File: src/rtl/inst_fetch_bridge.sv
// One-entry instruction fetch buffer between the core's ROM port and a slow handshaked memory.
// Misses stall the core; a timed-out read is returned to the core as a NOP.
module inst_fetch_bridge #(
  parameter int ADDR_W  = 32,
  parameter int DATA_W  = 32,
  parameter int TIMEOUT = 16
) (
  input  logic              clk,
  input  logic              rst,
  input  logic              ce_i,
  input  logic [ADDR_W-1:0] addr_i,
  output logic [DATA_W-1:0] data_o,
  output logic              stall_o,
  input  logic              flush_i,
  output logic              mem_req_o,
  output logic [ADDR_W-1:0] mem_addr_o,
  input  logic              mem_ready_i,
  input  logic [DATA_W-1:0] mem_rdata_i,
  output logic              err_o
);

  localparam int CNT_W = (TIMEOUT > 2) ? $clog2(TIMEOUT) : 1;
  localparam logic [CNT_W-1:0] CNT_LAST = CNT_W'(TIMEOUT - 1);
  localparam logic [CNT_W-1:0] CNT_ONE  = CNT_W'(1);

  typedef enum logic [0:0] {
    ST_IDLE = 1'b0,
    ST_REQ  = 1'b1
  } state_t;

  state_t             state_r;
  state_t             state_nxt_s;
  logic               buf_valid_r;
  logic [ADDR_W-1:0]  buf_addr_r;
  logic [DATA_W-1:0]  buf_data_r;
  logic [ADDR_W-1:0]  mem_addr_r;
  logic [CNT_W-1:0]   cnt_r;
  logic               discard_r;
  logic               err_r;

  logic [ADDR_W-1:0]  waddr_s;
  logic               hit_s;
  logic               miss_s;
  logic               issue_s;
  logic               done_s;
  logic               tmo_s;

  // Byte address to word address; the low two bits never take part in a compare.
  function automatic logic [ADDR_W-1:0] word_addr(input logic [ADDR_W-1:0] a);
    return {a[ADDR_W-1:2], 2'b00};
  endfunction

  assign waddr_s    = word_addr(addr_i);
  assign hit_s      = ce_i & buf_valid_r & (buf_addr_r == waddr_s) & ~flush_i;
  assign miss_s     = ce_i & ~hit_s;
  assign mem_req_o  = (state_r == ST_REQ);
  assign mem_addr_o = mem_addr_r;
  assign err_o      = err_r;

  // FSM state register
  always_ff @(posedge clk or negedge rst) begin
    if (!rst) begin
      state_r <= ST_IDLE;
    end else begin
      state_r <= state_nxt_s;
    end
  end

  // FSM next-state and termination decode; ready has priority over the timeout terminal count
  always_comb begin
    state_nxt_s = state_r;
    issue_s     = 1'b0;
    done_s      = 1'b0;
    tmo_s       = 1'b0;
    case (state_r)
      ST_IDLE: begin
        if (miss_s && !flush_i) begin
          issue_s     = 1'b1;
          state_nxt_s = ST_REQ;
        end else begin
          state_nxt_s = ST_IDLE;
        end
      end
      ST_REQ: begin
        if (mem_ready_i) begin
          done_s      = 1'b1;
          state_nxt_s = ST_IDLE;
        end else if (cnt_r == CNT_LAST) begin
          tmo_s       = 1'b1;
          state_nxt_s = ST_IDLE;
        end else begin
          state_nxt_s = ST_REQ;
        end
      end
      default: begin
        state_nxt_s = ST_IDLE;
      end
    endcase
  end

  // FSM outputs to the core; forced quiet while reset is asserted
  always_comb begin
    data_o  = '0;
    stall_o = 1'b0;
    if (!rst) begin
      data_o  = '0;
      stall_o = 1'b0;
    end else if (hit_s) begin
      data_o  = buf_data_r;
      stall_o = 1'b0;
    end else if (miss_s) begin
      data_o  = '0;
      stall_o = 1'b1;
    end else begin
      data_o  = '0;
      stall_o = 1'b0;
    end
  end

  // Request address, timeout counter, discard flag, fetch buffer and error pulse
  always_ff @(posedge clk or negedge rst) begin
    if (!rst) begin
      mem_addr_r  <= '0;
      cnt_r       <= '0;
      discard_r   <= 1'b0;
      buf_valid_r <= 1'b0;
      buf_addr_r  <= '0;
      buf_data_r  <= '0;
      err_r       <= 1'b0;
    end else begin
      err_r <= tmo_s;

      if (issue_s) begin
        mem_addr_r <= waddr_s;
        cnt_r      <= '0;
        discard_r  <= 1'b0;
      end else if (state_r == ST_REQ) begin
        cnt_r <= cnt_r + CNT_ONE;
        if (flush_i) begin
          discard_r <= 1'b1;
        end else begin
          discard_r <= discard_r;
        end
      end else begin
        cnt_r     <= cnt_r;
        discard_r <= discard_r;
      end

      // A flush in the completing cycle also discards the returning word.
      if (flush_i) begin
        buf_valid_r <= 1'b0;
      end else if (done_s && !discard_r) begin
        buf_valid_r <= 1'b1;
        buf_addr_r  <= mem_addr_r;
        buf_data_r  <= mem_rdata_i;
      end else if (tmo_s && !discard_r) begin
        buf_valid_r <= 1'b1;
        buf_addr_r  <= mem_addr_r;
        buf_data_r  <= '0;
      end else begin
        buf_valid_r <= buf_valid_r;
      end
    end
  end

endmodule

File: config.mk
export PLATFORM = sky130hd
export DESIGN_NAME = inst_fetch_bridge
export DESIGN_NICKNAME = d
export VERILOG_FILES = /design/src/rtl/inst_fetch_bridge.sv
export SDC_FILE = /design/constraint.sdc
export NUM_CORES = 1
export LEC_CHECK = 0
export CORE_AREA = 3 3 100 102
export DETAILED_ROUTE_END_ITERATION = 8
export DIE_AREA = 0 0 103 105
export PLACE_DENSITY = 0.9
export REMOVE_ABC_BUFFERS = 1
export SLEW_MARGIN = 20
export SYNTH_ARGS = -nofsm -noshare
export SYNTH_HDL_FRONTEND = slang
export SYNTH_SLANG_ARGS = --single-unit
File: constraint.sdc
create_clock -name clk -period 6.9 [get_ports clk]
set_input_delay 2.07 -clock clk [delete_from_list [all_inputs] [get_ports clk]]
set_output_delay 2.07 -clock clk [all_outputs]
set_load 0.02 [all_outputs]
Word level (Yosys, flattened, before mapping)
Cells that the tools add are included.
{ "totals": {"out_inout_bits": 67, "reg_bits": 102, "inputBits": 69, "word_cells": 56} }
{ "classes": {"addsub": 1, "bitwise_logic": 7, "eq_ne": 2, "n_reduce_logical": 11, "n_mux": 27} }
{ "op_table": {"columns": ["op", "n"], "rows": [
  ["$mux W32", 6],
  ["$eq A32 B32 Y1", 1],
  ["$mux W1", 18],
  ["$mux W4", 2],
  ["$reduce_bool A2 Y1", 3],
  ["$add A4 B1 Y4 const B", 1],
  ["$and A1 B1 Y1", 4],
  ["$eq A4 B4 Y1 const B", 1],
  ["$reduce_and A2 Y1", 2],
  ["$logic_and A1 B1 Y1", 3],
  ["$not A1 Y1", 3],
  ["$reduce_bool A3 Y1", 1],
  ["$logic_not A1 Y1", 2],
  ["$pmux W1 S2", 1]
]} }

Logic depth before layout (Yosys ltp)
Gate-level depths: netlist of run 1.
{ "depth": {"word_depth": 10, "mapped_depth": 7, "ltp_nobuf": 5} }

Worst setup path before layout of run 1
Ideal clock, no wire load.
{ "synth_timing": {"kind": "input to output", "start": "input port addr_i[24]", "end": "output port data_o[10]", "setup_slack_ps": 1414, "cell_stages": 6, "required_ps": 4830, "t_arrival_ps": 3416, "path_buffers": 1, "cell_sequence": "xor2_1 -> nor4_1 -> nand2_1 -> nor4_2 -> clkbuf_2 -> and2_1"} }
{ "synth_between": {"elab_chain_len": 5} }
{ "synth_rtl": {"columns": ["element", "line", "text"], "rows": [
  ["start: declaration", "11", "input logic [ADDR_W-1:0] addr_i,"],
  ["$eq A32 B32 Y1", "54", "assign hit_s = ce_i & buf_valid_r & (buf_addr_r == waddr_s) & ~flush_i;"],
  ["$and A1 B1 Y1 (2 in series)", "54", null],
  ["$mux W32", "108", "end else if (hit_s) begin"],
  ["$mux W32", "105", "if (!rst) begin"],
  ["end: declaration", "12", "output logic [DATA_W-1:0] data_o,"]
]} }
Every way passes these cells.

Worst setup path after layout of run 1
{ "layout_timing": {"start": "input port addr_i[19]", "end": "output port data_o[17]"} }
Same word-level chain as after synthesis.

==> metrics.csv, run 1 <==
metric,value,unit
Post-synth ARST share,100,%
initial antenna violation count,0,
GRT overflow,0,
"Slew Viols, Final",0,
delay of the slowest cell on the worst path,610,ps
nets,651,
Synth Register Bits,100,
Worst path most repeated cell,clkdlybuf4s50_1,
Buf/Inv on CP,4,
Routed Antenna Nets,0,
ys flop type,dfrtp_1,
Port Buffers,131,
post-CTS sizing,0,
vias in the first global route,3694,
CP Cell Sequence,clkdlybuf4s50_1 -> xor2_1 -> nor4_1 -> buf_4 -> nand2_1 -> nor4_4 -> buf_12 -> and2_1 -> clkdlybuf4s50_1,
TritonRoute pass-1 iters,5,
Final Skew,11.0,ps
total CTS buffers,9,
r2r setup slk,4050,ps
WL final,10800,um
H-tree depth,3,
Hold Crit Class,reg2reg,
final hold violation count,0,
final setup TNS,0,ps
crit-path leading delay family,buffers and inverters,
hpwl dp,7710,um
Synth Cell Area,4600,um^2
Post-CTS Hold Fix Bufs,0,
antenna cells,0,
DRT iter0 DRCs,134,
WS Path Type,in2out,
Reg area,2500,um^2
Post-CTS Setup Bufs,0,
"commonest non-fill, non-tap cell in the layout",nand2_1,
layout cells sized above 1,10.1,%
GRT Util Overall,21.1,%
FILL cells,710,
most frequent cells in the layout,"nand2_1, clkdlybuf4s50_1, dfrtp_1",
CTS tree,done,
MaxCap Viol Count,0,
Die ar.,10800,um^2
Multi-input gate area,1990,um^2
Leakage,2.97,nW
Area Overhead vs Synth,34.3,%
CTS Sinks,100,
DRC,0,
Critical Path AT,4660,ps
fmax,149,MHz
cells after synthesis,456,
status,"complete, no violations",
CP Max Fanout,32,
Max Buffers Root-to-Sink,2,
critical path required time,4830,ps
Routability Congestion,0.772,
I/O pins,136,
Unique masters post-synth,32,
Power per Cell Area,263,nW/um^2
Worst Tran Pin Value,1020,ps
Pwr Total,1.63,mW
slew margin rel.,31.9,%
# rows,35,
mean number of vias per cell,5.12,
Clock Pin Slew Worst Setup and Hold Paths,90,ps
Die Width,103,um
clk root buf,clkbuf_8,
sequential fraction of the synthesis area,54.4,%
later-pin clock latency in the skew report,350,ps
routed len/inst,15.5,um
starting density of the core,50.1,%
Crit. End Element,primary output,
vias,3564,
Peak VDD IR,0.151,mV
Synth Warn #,0,
core footprint,9200,um^2
number of flops mapped to enable cells by yosys,0,
Tmin final,6730,ps
first-pass GRT wire length,18200,um
type of origin of the critical path,input pin,
fin crit share,97.5,%
largest net degree at the start of global routing,63,
die height,105,um
RSZ-0062 raised after global routing,no,
"Slowest-stage cell, CP",clkdlybuf4s50_1,
Syn Area/Cell,10.1,um^2
Setup-failing EPs final,0,
-- stage by stage --
step / setup slack [ps] / cells / hold WS [ps] / utilization, % / area, um^2
floorplan: 896 / 431 / 430 / - / 4480
global placement: 115 / 681 / 441 / 65.4 / 6020
detailed placement: 100 / 681 / 449 / 65.5 / 6020
CTS: 86.9 / 696 / 471 / 67.2 / 6180
global route: 11.2 / 696 / 492 / 67.2 / 6180
finish: 175 / 696 / 467 / 67.2 / 6180
-- tightest hold or removal path: stages (launching register included) --
cell and delay [ps]:
dfrtp_1 350, nand2_1 50, nand2_1 50
-- registers in the layout, indices dropped and copies added (netlist names) --
signal and count:
discard_r 1, mem_addr_o 30, err_o 1, buf_data_r 32
buf_addr_r 30, cnt_r 4, buf_valid_r 1, mem_req_o 1
-- synth_stat cells, types with 2 or more instances --
master	n	share of area [%]
nand2_1	161	13
dfrtp_1	100	54
nand3_1	34	3.7
and2_1	32	4.3
xor2_1	31	5.9
mux2_4	28	9.1
clkbuf_1	18	1.5
nand2b_1	7	0.95
nor4_1	7	0.95
o21ai_0	6	0.65
buf_6	3	0.73
clkbuf_2	3	0.33
inv_1	3	0.24
a21oi_1	2	0.22
and3_1	2	0.27
buf_4	2	0.33
mux2_2	2	0.49
-- final timing paths --
check                                                 from                    endpoint  cells past startpoint
worst min-delay path             buf_data_r[8]$_DFFE_PN0P_   buf_data_r[8]$_DFFE_PN0P_                      2
worst max register to register  buf_addr_r[23]$_DFFE_PN0P_  mem_addr_o[26]$_DFFE_PN0P_                      7
worst min register to register   buf_data_r[8]$_DFFE_PN0P_   buf_data_r[8]$_DFFE_PN0P_                      2
min in group asynchronous                              rst  mem_addr_o[20]$_DFFE_PN0P_                      2
worst max-delay path                            addr_i[19]                  data_o[17]                      9
max in group asynchronous                              rst  buf_addr_r[19]$_DFFE_PN0P_                      3
-- where the power goes --
group          total [mW]  internal [mW]  switching (mW)
clock network       0.317          0.129           0.188
logic               0.466          0.245           0.222
registers           0.843          0.732           0.111
total                1.63           1.11           0.521
-- logic make-up after synthesis --
| group | synth area share, % |
|---|---|
| adder cells (fa/ha/maj) | 0.272 |
| multiplexers | 9.62 |
| XOR/XNOR | 6.09 |
| other | 0.0815 |
| buffers and inverters | 3.10 |
| flip-flops | 54.4 |
| AO/OA/AOI/OAI | 1.74 |
| AND/OR/NAND/NOR | 24.7 |
-- routing by layer --
layer,part of all wire [%],track usage [%],wire length [um],up-vias
met3,6.7,4.54,721,10
met5,0,0,0,-
met4,0.90,4.07,97,0
met2,51,35.7,5460,124
li1,-,-,-,1708
met1,42,27.9,4510,1722
-- area by class of cell --
type                    instances  area share [%]
flip-flops and latches        100            40.5
inverters                       3           0.182
clock buffers                  11            2.12
repair buffers                139            22.3
multi-input cells             328            32.2
clock inverters                 4           0.445
well taps                     111            2.25
No activity file was read; power rests on OpenSTA's default activity.
==> run 2: changes to the inputs <==
--- a/config.mk
+++ b/config.mk
@@ -5,10 +5,10 @@
 export SDC_FILE = /design/constraint.sdc
 export NUM_CORES = 1
 export LEC_CHECK = 0
-export CORE_AREA = 3 3 100 102
+export CORE_AREA = 3 3 106 108
 export DETAILED_ROUTE_END_ITERATION = 8
-export DIE_AREA = 0 0 103 105
-export PLACE_DENSITY = 0.9
+export DIE_AREA = 0 0 109 111
+export PLACE_DENSITY = 0.82
 export REMOVE_ABC_BUFFERS = 1
 export SLEW_MARGIN = 20
 export SYNTH_ARGS = -nofsm -noshare
==> metrics.csv, run 2 (synthesis results as in run 1) <==
metric,value,unit
DRC,0,
Buf/Inv on CP,3,
Final Skew,8.98,ps
CP Max Fanout,32,
type of origin of the critical path,input pin,
"Slowest-stage cell, CP",clkdlybuf4s50_1,
status,"complete, no violations",
Routability Congestion,0.780,
r2r startpoint,buf_addr_r[6]$_DFFE_PN0P_,
final hold violation count,0,
RSZ-0062 raised after global routing,no,
met2 Usage GRT,30.3,%
Tmin final,6700,ps
GR Util met1,25.1,%
slew margin rel.,38.1,%
starting density of the core,44.6,%
initial antenna violation count,0,
final setup TNS,0,ps
Clock Pin Slew Worst Setup and Hold Paths,100,ps
vias in the first global route,3667,
Crit. End Element,primary output,
hpwl dp,7680,um
antenna cells,0,
# rows,37,
Routed Antenna Nets,0,
Power per Cell Area,269,nW/um^2
delay of the slowest cell on the worst path,600,ps
Setup-failing EPs final,0,
Die ar.,12100,um^2
layout cells sized above 1,10.6,%
Post-CTS Setup Bufs,0,
Area Overhead vs Synth,36.1,%
Pwr Total,1.68,mW
CTS Sinks,100,
r2r setup slk,4060,ps
TritonRoute pass-1 iters,4,
Max Buffers Root-to-Sink,2,
routed len/inst,15.2,um
met3 Usage GRT,3.67,%
Hold Crit Class,reg2reg,
H-tree depth,3,
later-pin clock latency in the skew report,350,ps
die height,111,um
first-pass GRT wire length,18200,um
clk root buf,clkbuf_8,
Port Buffers,131,
Reg2Reg Capture Point,mem_addr_o[26]$_DFFE_PN0P_,
core footprint,10300,um^2
Worst path most repeated cell,clkdlybuf4s50_1,
Leakage,2.99,nW
WS Path Type,in2out,
CP Cell Sequence,clkdlybuf4s50_1 -> xor2_1 -> nor4_1 -> nand4_1 -> nor4_4 -> buf_12 -> and2_1 -> clkdlybuf4s50_1,
critical path required time,4830,ps
CTS tree,done,
GRT overflow,0,
largest net degree at the start of global routing,68,
total CTS buffers,9,
hold path start,buf_data_r[13]$_DFFE_PN0P_,
Largest register FFs,32,
MaxCap Viol Count,0,
Top reg by flops,buf_data_r,
Worst R2R Path Depth,7,
"Endpoint, Worst Hold",buf_data_r[13]$_DFFE_PN0P_,
"commonest non-fill, non-tap cell in the layout",nand2_1,
DRT iter0 DRCs,218,
GRT Max-Usage Layer,met2,
Die Width,109,um
nets,651,
"Slew Viols, Final",0,
GRT Util Overall,18.5,%
Peak VDD IR,0.162,mV
I/O pins,136,
fmax,149,MHz
WL final,10900,um
vias,3562,
crit-path leading delay family,buffers and inverters,
most frequent cells in the layout,"nand2_1, clkdlybuf4s50_1, dfrtp_1",
Critical Path AT,4630,ps
mean number of vias per cell,4.93,
hold depth,2,
Worst Tran Pin Value,926,ps
fin crit share,97.1,%
[run 2: cell count changes in the layout (fill, tap and decap cells not counted)]
cell,delta
nor4_2,+1
nor4_1,-1
bufinv_16,+1
clkbuf_1,-1
clkinv_2,-1
clkbuf_8,+1
clkinv_4,+1
[run 2: worst register-to-register path, stage by stage (launching register included)]
cell and delay [ps]:
dfrtp_1 400, xor2_1 140, nor4_1 70, buf_4 140
and4_2 260, a211oi_4 790, buf_4 530, mux2_2 390
[run 2: how the worst max path moves through the flow]
stage | cells past startpoint | to | startpoint
final | 8 | data_o[11] | addr_i[30]
after detailed placement | 8 | data_o[11] | addr_i[24]
after CTS | 8 | data_o[11] | addr_i[24]
after global placement | 8 | data_o[11] | addr_i[24]
after global routing | 8 | data_o[11] | addr_i[31]
after floorplan | 5 | data_o[0] | addr_i[24]
[run 2: timing repair]
item                       CTS  global route
hold buffers                 0             0
setup endpoints to repair    0            28
resized for setup            0             1
hold endpoints to repair     0             0
[run 2: layout make-up]
| cell class | count | area, um^2 |
|---|---|---|
| Sequential cell | 100 | 2500 |
| Inverter | 3 | 11.3 |
| Clock buffer | 11 | 141 |
| Multi-Input combinational cell | 328 | 2000 |
| Timing Repair Buffer | 139 | 1380 |
| Fill cell | 886 | 4060 |
| Clock inverter | 5 | 61.3 |
| Tap cell | 136 | 170 |
[run 2: layer usage]
layer	vias up	wire [um]	share of wire, %
met5	-	0	0
met3	10	770	7.0
met1	1722	4740	43
li1	1708	-	-
met4	0	111	1.0
met2	122	5320	49
[run 2: report_power, final]
part	total [mW]	switching, mW	internal, mW
logic	0.465	0.220	0.245
clock network	0.377	0.198	0.178
registers	0.841	0.108	0.732
total	1.68	0.527	1.16
[run 2: stage by stage]
stage          instances  cell area [um^2]  utilization, %  hold slack, ps  setup WS (ps)
2_1_floorplan        431              4480               -             430            896
3_3_place_gp         706              6050            58.6             440            149
3_5_place_dp         706              6050            58.6             448            123
4_1_cts              722              6260            60.6             469            130
5_1_grt              722              6260            60.7             483           25.1
6_report             722              6260            60.7             466            203
